<file path="src/rtl/mult_pkg.sv">
// Shared types and helpers for the sequential NxN multiplier.
//   mult_state_e : controller state encoding (2 bits)
//   clog2        : ceiling log2, sizes the iteration counter
package mult_pkg;

   typedef enum logic [1:0] {
      IDLE = 2'd0,
      CALC = 2'd1,
      DONE = 2'd2
   } mult_state_e;

   function automatic int clog2(input int value);
      int r;
      r = 0;
      for (int i = 0; i < 32; i++) begin
         if ((1 << i) < value) r = i + 1;
      end
      return r;
   endfunction

endpackage

</file>
<file path="src/rtl/mult_addshift_dp.sv">
// Radix-2 shift-add datapath: multiplicand, multiplier and accumulator
// registers plus the adder/shifter, driven by load/step strobes.
// Ports:
//   Clk        in   clock, posedge active
//   rst_n      in   synchronous active-low reset
//   load       in   capture ld_mcand/ld_mplr, clear accumulator
//   step       in   perform one add-then-shift iteration
//   ld_mcand   in   N    multiplicand magnitude
//   ld_mplr    in   N    multiplier magnitude
//   prod_next  out  2N   {acc,mplr} as it will be after this cycle's step
module mult_addshift_dp
   import mult_pkg::*;
#(
   parameter int N = 8
) (
   input  logic           Clk,
   input  logic           rst_n,
   input  logic           load,
   input  logic           step,
   input  logic [N-1:0]   ld_mcand,
   input  logic [N-1:0]   ld_mplr,
   output logic [2*N-1:0] prod_next
);

   logic [N:0]   acc_q, acc_d;
   logic [N-1:0] mplr_q, mplr_d;
   logic [N-1:0] mcand_q, mcand_d;
   logic [N-1:0] addend;
   logic [N:0]   sum;

   // acc_q[N] is always zero after a shift, so the N+1 bit sum cannot overflow.
   always_comb begin
      addend    = mplr_q[0] ? mcand_q : '0;
      sum       = acc_q + {1'b0, addend};
      prod_next = {sum, mplr_q[N-1:1]};
   end

   always_comb begin
      acc_d   = acc_q;
      mplr_d  = mplr_q;
      mcand_d = mcand_q;
      if (load) begin
         acc_d   = '0;
         mplr_d  = ld_mplr;
         mcand_d = ld_mcand;
      end else if (step) begin
         acc_d  = {1'b0, sum[N:1]};
         mplr_d = {sum[0], mplr_q[N-1:1]};
      end
   end

   always_ff @(posedge Clk) begin
      if (!rst_n) begin
         acc_q   <= '0;
         mplr_q  <= '0;
         mcand_q <= '0;
      end else begin
         acc_q   <= acc_d;
         mplr_q  <= mplr_d;
         mcand_q <= mcand_d;
      end
   end

endmodule

</file>
<file path="src/rtl/mult_seq_nxn.sv">
// Sequential NxN multiplier, one partial product per cycle, with valid/ready
// handshakes on operand and product sides. Products are 2N bits, no truncation.
// Optional: define MULT_SIGNED_EN for two's complement operands and product.
// Ports:
//   Clk        in   clock, posedge active
//   rst_n      in   synchronous active-low reset
//   in_valid   in   operands a/b valid
//   in_ready   out  block can accept operands
//   a          in   N    multiplicand
//   b          in   N    multiplier
//   out_valid  out  product valid
//   out_ready  in   consumer accepts product
//   out        out  2N   product a*b (held until next product or reset)
//
// state | meaning
// IDLE  | waiting for operands, in_ready=1
// CALC  | one shift-add iteration per cycle, N cycles
// DONE  | product presented, waiting for out_ready
module mult_seq_nxn
   import mult_pkg::*;
#(
   parameter int N = 8
) (
   input  logic           Clk,
   input  logic           rst_n,
   input  logic           in_valid,
   output logic           in_ready,
   input  logic [N-1:0]   a,
   input  logic [N-1:0]   b,
   output logic           out_valid,
   input  logic           out_ready,
   output logic [2*N-1:0] out
);

   localparam int CNT_W = clog2(N + 1);

   mult_state_e     state_q, state_d;
   logic [CNT_W-1:0] cnt_q, cnt_d;
   logic [2*N-1:0]  out_q, out_d;
   logic            out_valid_q, out_valid_d;
   logic            in_ready_q, in_ready_d;

   logic            load, step;
   logic [N-1:0]    a_mag, b_mag;
   logic [2*N-1:0]  prod_next, prod_fin;
   logic            opnd_zero;

`ifdef MULT_SIGNED_EN
   logic neg_q, neg_d;

   // |-2^(N-1)| = 2^(N-1) still fits in N unsigned bits.
   always_comb begin
      a_mag    = a[N-1] ? -a : a;
      b_mag    = b[N-1] ? -b : b;
      neg_d    = neg_q;
      if (load) neg_d = a[N-1] ^ b[N-1];
      prod_fin = neg_q ? -prod_next : prod_next;
   end

   always_ff @(posedge Clk) begin
      if (!rst_n) neg_q <= 1'b0;
      else        neg_q <= neg_d;
   end
`else
   always_comb begin
      a_mag    = a;
      b_mag    = b;
      prod_fin = prod_next;
   end
`endif

   assign opnd_zero = (a == '0) || (b == '0);

   mult_addshift_dp #(.N(N)) u_dp (
      .Clk       (Clk),
      .rst_n     (rst_n),
      .load      (load),
      .step      (step),
      .ld_mcand  (a_mag),
      .ld_mplr   (b_mag),
      .prod_next (prod_next)
   );

   always_comb begin
      state_d     = state_q;
      cnt_d       = cnt_q;
      out_d       = out_q;
      out_valid_d = out_valid_q;
      in_ready_d  = in_ready_q;
      load        = 1'b0;
      step        = 1'b0;
      case (state_q)
         IDLE: begin
            if (in_valid && in_ready_q) begin
               load       = 1'b1;
               cnt_d      = '0;
               in_ready_d = 1'b0;
               if (opnd_zero) begin
                  out_d       = '0;
                  out_valid_d = 1'b1;
                  state_d     = DONE;
               end else begin
                  state_d = CALC;
               end
            end
         end
         CALC: begin
            step  = 1'b1;
            cnt_d = cnt_q + CNT_W'(1);
            // The last step's result is taken combinationally so the product
            // lands in out_q on the same edge the FSM enters DONE.
            if (cnt_q == CNT_W'(N - 1)) begin
               out_d       = prod_fin;
               out_valid_d = 1'b1;
               state_d     = DONE;
            end
         end
         DONE: begin
            if (out_ready) begin
               out_valid_d = 1'b0;
               in_ready_d  = 1'b1;
               state_d     = IDLE;
            end
         end
         default: begin
            state_d     = IDLE;
            out_valid_d = 1'b0;
            in_ready_d  = 1'b1;
         end
      endcase
   end

   always_ff @(posedge Clk) begin
      if (!rst_n) begin
         state_q     <= IDLE;
         cnt_q       <= '0;
         out_q       <= '0;
         out_valid_q <= 1'b0;
         in_ready_q  <= 1'b1;
      end else begin
         state_q     <= state_d;
         cnt_q       <= cnt_d;
         out_q       <= out_d;
         out_valid_q <= out_valid_d;
         in_ready_q  <= in_ready_d;
      end
   end

   assign in_ready  = in_ready_q;
   assign out_valid = out_valid_q;
   assign out       = out_q;

endmodule

</file>
<file path="config.mk">
export PLATFORM = sky130hd
export DESIGN_NAME = mult_seq_nxn
export DESIGN_NICKNAME = d
export VERILOG_FILES = /design/src/rtl/mult_pkg.sv /design/src/rtl/mult_addshift_dp.sv /design/src/rtl/mult_seq_nxn.sv
export SDC_FILE = /design/constraint.sdc
export NUM_CORES = 1
export LEC_CHECK = 0
export ABC_AREA = 1
export ABC_CLOCK_PERIOD_IN_PS = 4200
export BUFFER_PORTS_ARGS = -buffer_cell sky130_fd_sc_hd__buf_2
export CAP_MARGIN = 20
export CORE_MARGIN = 10
export CORE_UTILIZATION = 30
export CTS_BUF_LIST = sky130_fd_sc_hd__clkbuf_16
export DETAILED_ROUTE_END_ITERATION = 7
export MAX_ROUTING_LAYER = met4
export PLACE_DENSITY = 0.5
export REMOVE_ABC_BUFFERS = 1
export SKIP_CTS_REPAIR_TIMING = 1
export SYNTH_ARGS = -nofsm -noshare
export SYNTH_HDL_FRONTEND = slang
export SYNTH_HIERARCHICAL = 1
export SYNTH_SLANG_ARGS = --single-unit
</file>
<file path="constraint.sdc">
create_clock -name Clk -period 4.2 [get_ports Clk]
set_clock_uncertainty 0.1 [all_clocks]
set_input_delay 1.05 -clock Clk [delete_from_list [all_inputs] [get_ports Clk]]
set_output_delay 1.05 -clock Clk [all_outputs]
set_load 0.005 [all_outputs]
</file>
* Yosys cells after proc, flatten, opt, wreduce, memory -nomap -nowiden
Cells that the tools add are included.
W data, S select, Z words.
** Storage, ports and cells
- Bits in registers :: 76
- Input port bits :: 20
- Output and inout port bits :: 18
- Word-level logic and storage cells :: 57
** Operators by class
- Add/subtract/negate cells :: 2
- Eq/ne operators :: 7
- Muxes and demuxes :: 25
- Bitwise logic cells :: 2
- Reduce and logical (&&, ||, !) cells :: 13
** Operators by type and width (count)
- $pmux W32 S2 :: 1
- $mux W16 :: 3
- $add A32 B1 Y32 const B :: 1
- $eq A32 B3 Y1 const B :: 1
- $mux W32 :: 1
- $pmux W16 S2 :: 1
- $mux W8 :: 3
- $logic_not A8 Y1 :: 2
- $add A8 B8 Y9 :: 1
- $mux W1 :: 9
- $mux W2 :: 4
- $ne A2 B2 Y1 const B :: 4
- $reduce_and A4 Y1 :: 2
- $pmux W1 S3 :: 2
- $pmux W2 S3 :: 1
- $reduce_and A3 Y1 :: 2
- $reduce_bool A2 Y1 :: 2
- $eq A2 B1 Y1 const B :: 1
- $eq A2 B2 Y1 const B :: 1
- $logic_not A2 Y1 :: 1
- $not A1 Y1 :: 2
- $reduce_and A2 Y1 :: 1
- $reduce_or A2 Y1 :: 1
- $logic_and A1 B1 Y1 :: 1
- $logic_or A1 B1 Y1 :: 1

* Depth between registers and ports, before layout
- Depth in word-level cells :: 5
- Gate-level depth with buffers :: 15
- Depth with buffers taken out :: 14

* Modules after synthesis
The synthesis kept the hierarchy.
** By module, submodules not included
- mult_seq_nxn :: instances 1, cells each 494, area each 3090.5 µm², sequential area each 1041.0 µm²
- mult_addshift_dp :: instances 1, cells each 209, area each 1477.7 µm², sequential area each 480.5 µm²

* Worst setup path after synthesis
OpenSTA, ideal clock, no wires.
- Kind :: input -> register
- Start point :: input port in_valid
- End point :: register u_dp.mplr_q[5]
- Data arrival time :: 1.971 ns
- Data required time :: 3.982 ns
- Setup slack :: 2.011 ns
- Cell stages on the path :: 7
- Path through :: nand2_1 -> nor3_4 -> buf_6 -> inv_2 -> buf_4 -> o221ai_1 -> nor2_1
** Between the ends
- Cells in the longest elaborated chain, start to end :: 4
- Elaborated cells between the ends (all ways) :: 5
- Those cells by class :: 3 x mux; 2 x reduce/logical
** RTL lines
- start: declaration :: line mult_seq_nxn.sv:26 : input logic in_valid,
- $logic_and A1 B1 Y1 * :: line mult_seq_nxn.sv:94 : if (in_valid && in_ready_q) begin
- $mux W1 * :: line mult_seq_nxn.sv:94
- $mux W1 * :: line mult_seq_nxn.sv:92 : case (state_q)
- net load :: line mult_seq_nxn.sv:43 : logic load, step;
- $mux W8 or $reduce_bool A2 Y1 (tied branches)
- end signal: assignment :: line mult_addshift_dp.sv:59 : mplr_q <= mplr_d;
- end: declaration :: line mult_addshift_dp.sv:26 : logic [N-1:0] mplr_q, mplr_d;
Mark *: on every way through the listed nets, which the timed path passes. The rest lies on a longest branch.
A chain may end at the register's enable or synchronous reset.

* Worst setup path in the final report
- Start point :: input port in_valid
- End point :: register u_dp.mplr_q[4]
The elaborated chain is that of the path after synthesis.

==> results.cfg <==
[timing]
finalSetupTns_ns = 0
rsz0062_at_grt = false
whs_ns = 0.348
drv_slew = 0
post-route-min-period_ns = 2.49
period_share_pct = 59.2
slew_headroom_pct = 49.0
worst_slack_ns = 1.71
finalSetupViolCount = 0
worstMarginPinSlew_ns = 0.763
fmax_ghz = 0.402
hold_viol_final = 0

[worst_setup_path]
worstPathMaxFanout = 18
crit_required_ns = 4.39
cp.arrival_ns = 2.67
critPathLaunchType = input port
r2r_start = state_q[0]
r2r.worst_path.cells = 6
r2r-end = u_dp/mplr_q[4]
r2r_slack_ns = 1.80
cp-end-kind = flop
crit_type = in -> reg

[detailed_routing]
drc = 0
post_drt_wl_per_cell_um = 12.8
drt-pass1-iter-count = 6
wirelength_mm = 11.7
drt_iter0_drc = 233
avgViaCountPerCell = 4.62
vias = 4228
ant_nets = 0

[yosys]
synthTopCellsByArea = dfxtp_1 33%, nand2_1 13%, nor2_1 9.9%
synth_common_cells = 160 x nand2_1, 120 x nor2_1, 90 x inv_1, 76 x dfxtp_1, 42 x nand3_1
yosysUniqueCellTypes = 44
synth-edff-count = 0
netlist_area_mm2 = 0.00457
yosysWarningCount = 6
synth_top_area_cell = dfxtp_1
yosys_most_used_dff = dfxtp_1
synth.avg_cell_area_um2 = 6.50
netlist.area_leader.share_pct = 33.3
synth_cells = 703
synth-seq-area-share_pct = 33.3
async_flop_share_pct = 0
synth_most_common_cell = nand2_1
ys_ff_latch = 76

[hold_path]
hold_path_startpoint = out_valid
hold_end = out_valid
hold_path_depth = 2
hold_path.class = reg -> reg

[pwr]
clkPwrFrac_pct = 29.8
power.switching_mw = 1.02
p_int_mw = 1.54
p_comb_share_pct = 33.1
swShare_pct = 39.8
power_density_mw_per_mm2 = 504
leakage_nw = 2.29
total_power_mw = 2.57
p_seq_share_pct = 37.1
ir_worst_vdd_uv = 226

[clocking]
clock_path_buffers = 2
cts.sinks = 76
clk_latency_ns = 0.35
cts_buffers = 9
cts_tree = done
clkTransAtPathRegs_ns = 0.06
cts_max_level = 3
clock-root-buffer = clkbuf_16

[grt]
antenna_found_initial = 0
grt_pass1_wl_mm = 20.3
grt_pass1_vias = 4176
grt_start_max_net_pins = 39
grt-ovfl-total = 0
grtUsageTotal_pct = 12.4

[flow_run]
drv_cap = 0

[layout]
diodes = 0
syn_to_final_growth_pct = 11.4
final_cell_count_no_fill = 916
layout-drive-gt1-share_pct = 14.1
utilization_pct = 33.7
finalNetCount = 753
final_cell_area_mm2 = 0.00509

[floorplan]
initial_core_util_pct = 30.3
placementRows = 45
die_w_um = 143
core_mm2 = 0.0151
dieHeight_um = 143
io_pins = 38
die_area_mm2 = 0.0206

[placement]
dpl.hpwl_mm = 8.42
place_ws_ns = 1.34
place_congestion = 0.829
dp.cells = 900
place_area_mm2 = 0.00481
port_buffers = 37

[run_status]
outcome = finished, final reports clean
-- cell type report --
class | count | area [µm²]
Fill cell | 1694 | 10000
Clock inverter | 7 | 58.8
Inverter | 98 | 369
Sequential cell | 76 | 1520
Clock buffer | 9 | 225
Timing Repair Buffer | 40 | 208
Tap cell | 188 | 235
Multi-Input combinational cell | 498 | 2470
-- worst max path at each step --
| stage | start | endpoint |
|---|---|---|
| 6_report | in_valid | u_dp/mplr_q[4] |
| 5_1_grt | state_q[0] | u_dp/mplr_q[5] |
| 4_1_cts | in_valid | u_dp/mplr_q[6] |
| 3_5_place_dp | in_valid | u_dp/mplr_q[6] |
| 3_3_place_gp | in_valid | u_dp/mplr_q[6] |
| 2_1_floorplan | in_valid | u_dp/mplr_q[0] |
-- critical path: stages --
cell,delay [ns]
buf_2,0.07
nand2_1,0.10
nor3_4,0.61
inv_2,0.33
nand2_2,0.25
o221ai_1,0.13
nor2_1,0.12
-- state kept, by name (all words and copies together) (netlist names) --
signal	flops
u_dp/acc_q	8
out	16
u_dp/mplr_q	8
u_dp/mcand_q	8
state_q	2
cnt_q	32
out_valid	1
in_ready	1
-- power groups by stage --
| stage | Sequential (mW) | Combinational [mW] | Clock [mW] |
|---|---|---|---|
| floorplan | 0.956 | 0.589 | 0 |
| global placement | 0.972 | 0.867 | 0 |
| detailed placement | 0.970 | 0.866 | 0 |
| CTS | 0.955 | 0.870 | 0.788 |
| global route | 0.975 | 0.985 | 0.818 |
| finish | 0.953 | 0.849 | 0.765 |
-- layout by cell type (no fill, tap or decap), types with 5 or more instances in the layout --
cell         n
nand2_1    160
nor2_1     120
inv_1       90
dfxtp_1     76
nand3_1     42
a21oi_1     41
buf_2       37
o21ai_0     31
nor3_1      18
nand2_2     10
nand4_1     10
ha_1         9
clkbuf_16    9
o221ai_1     8
nand3_2      7
inv_2        6
nor2_2       5
-- routing by layer --
metal	wire length, µm	GRT usage, %	vias to the layer above
met5	0	-	-
met4	159	3.65	0
met3	363	2.81	16
met2	5450	20.1	55
met1	5750	15.2	1881
li1	-	-	2276
-- cells by family (layout without fill, tap and decap cells) --
kind of cell | Yosys count | in the layout | share of synthesized area [%]
XOR/XNOR | 3 | 3 | 0.740
AO/OA/AOI/OAI | 93 | 93 | 11.7
AND/OR/NAND/NOR | 392 | 392 | 38.8
adder cells (fa/ha/maj) | 10 | 10 | 2.90
flip-flops | 76 | 76 | 33.3
buffers and inverters | 129 | 154 | 12.5
Note: power is estimated with default switching activity, not from simulation.
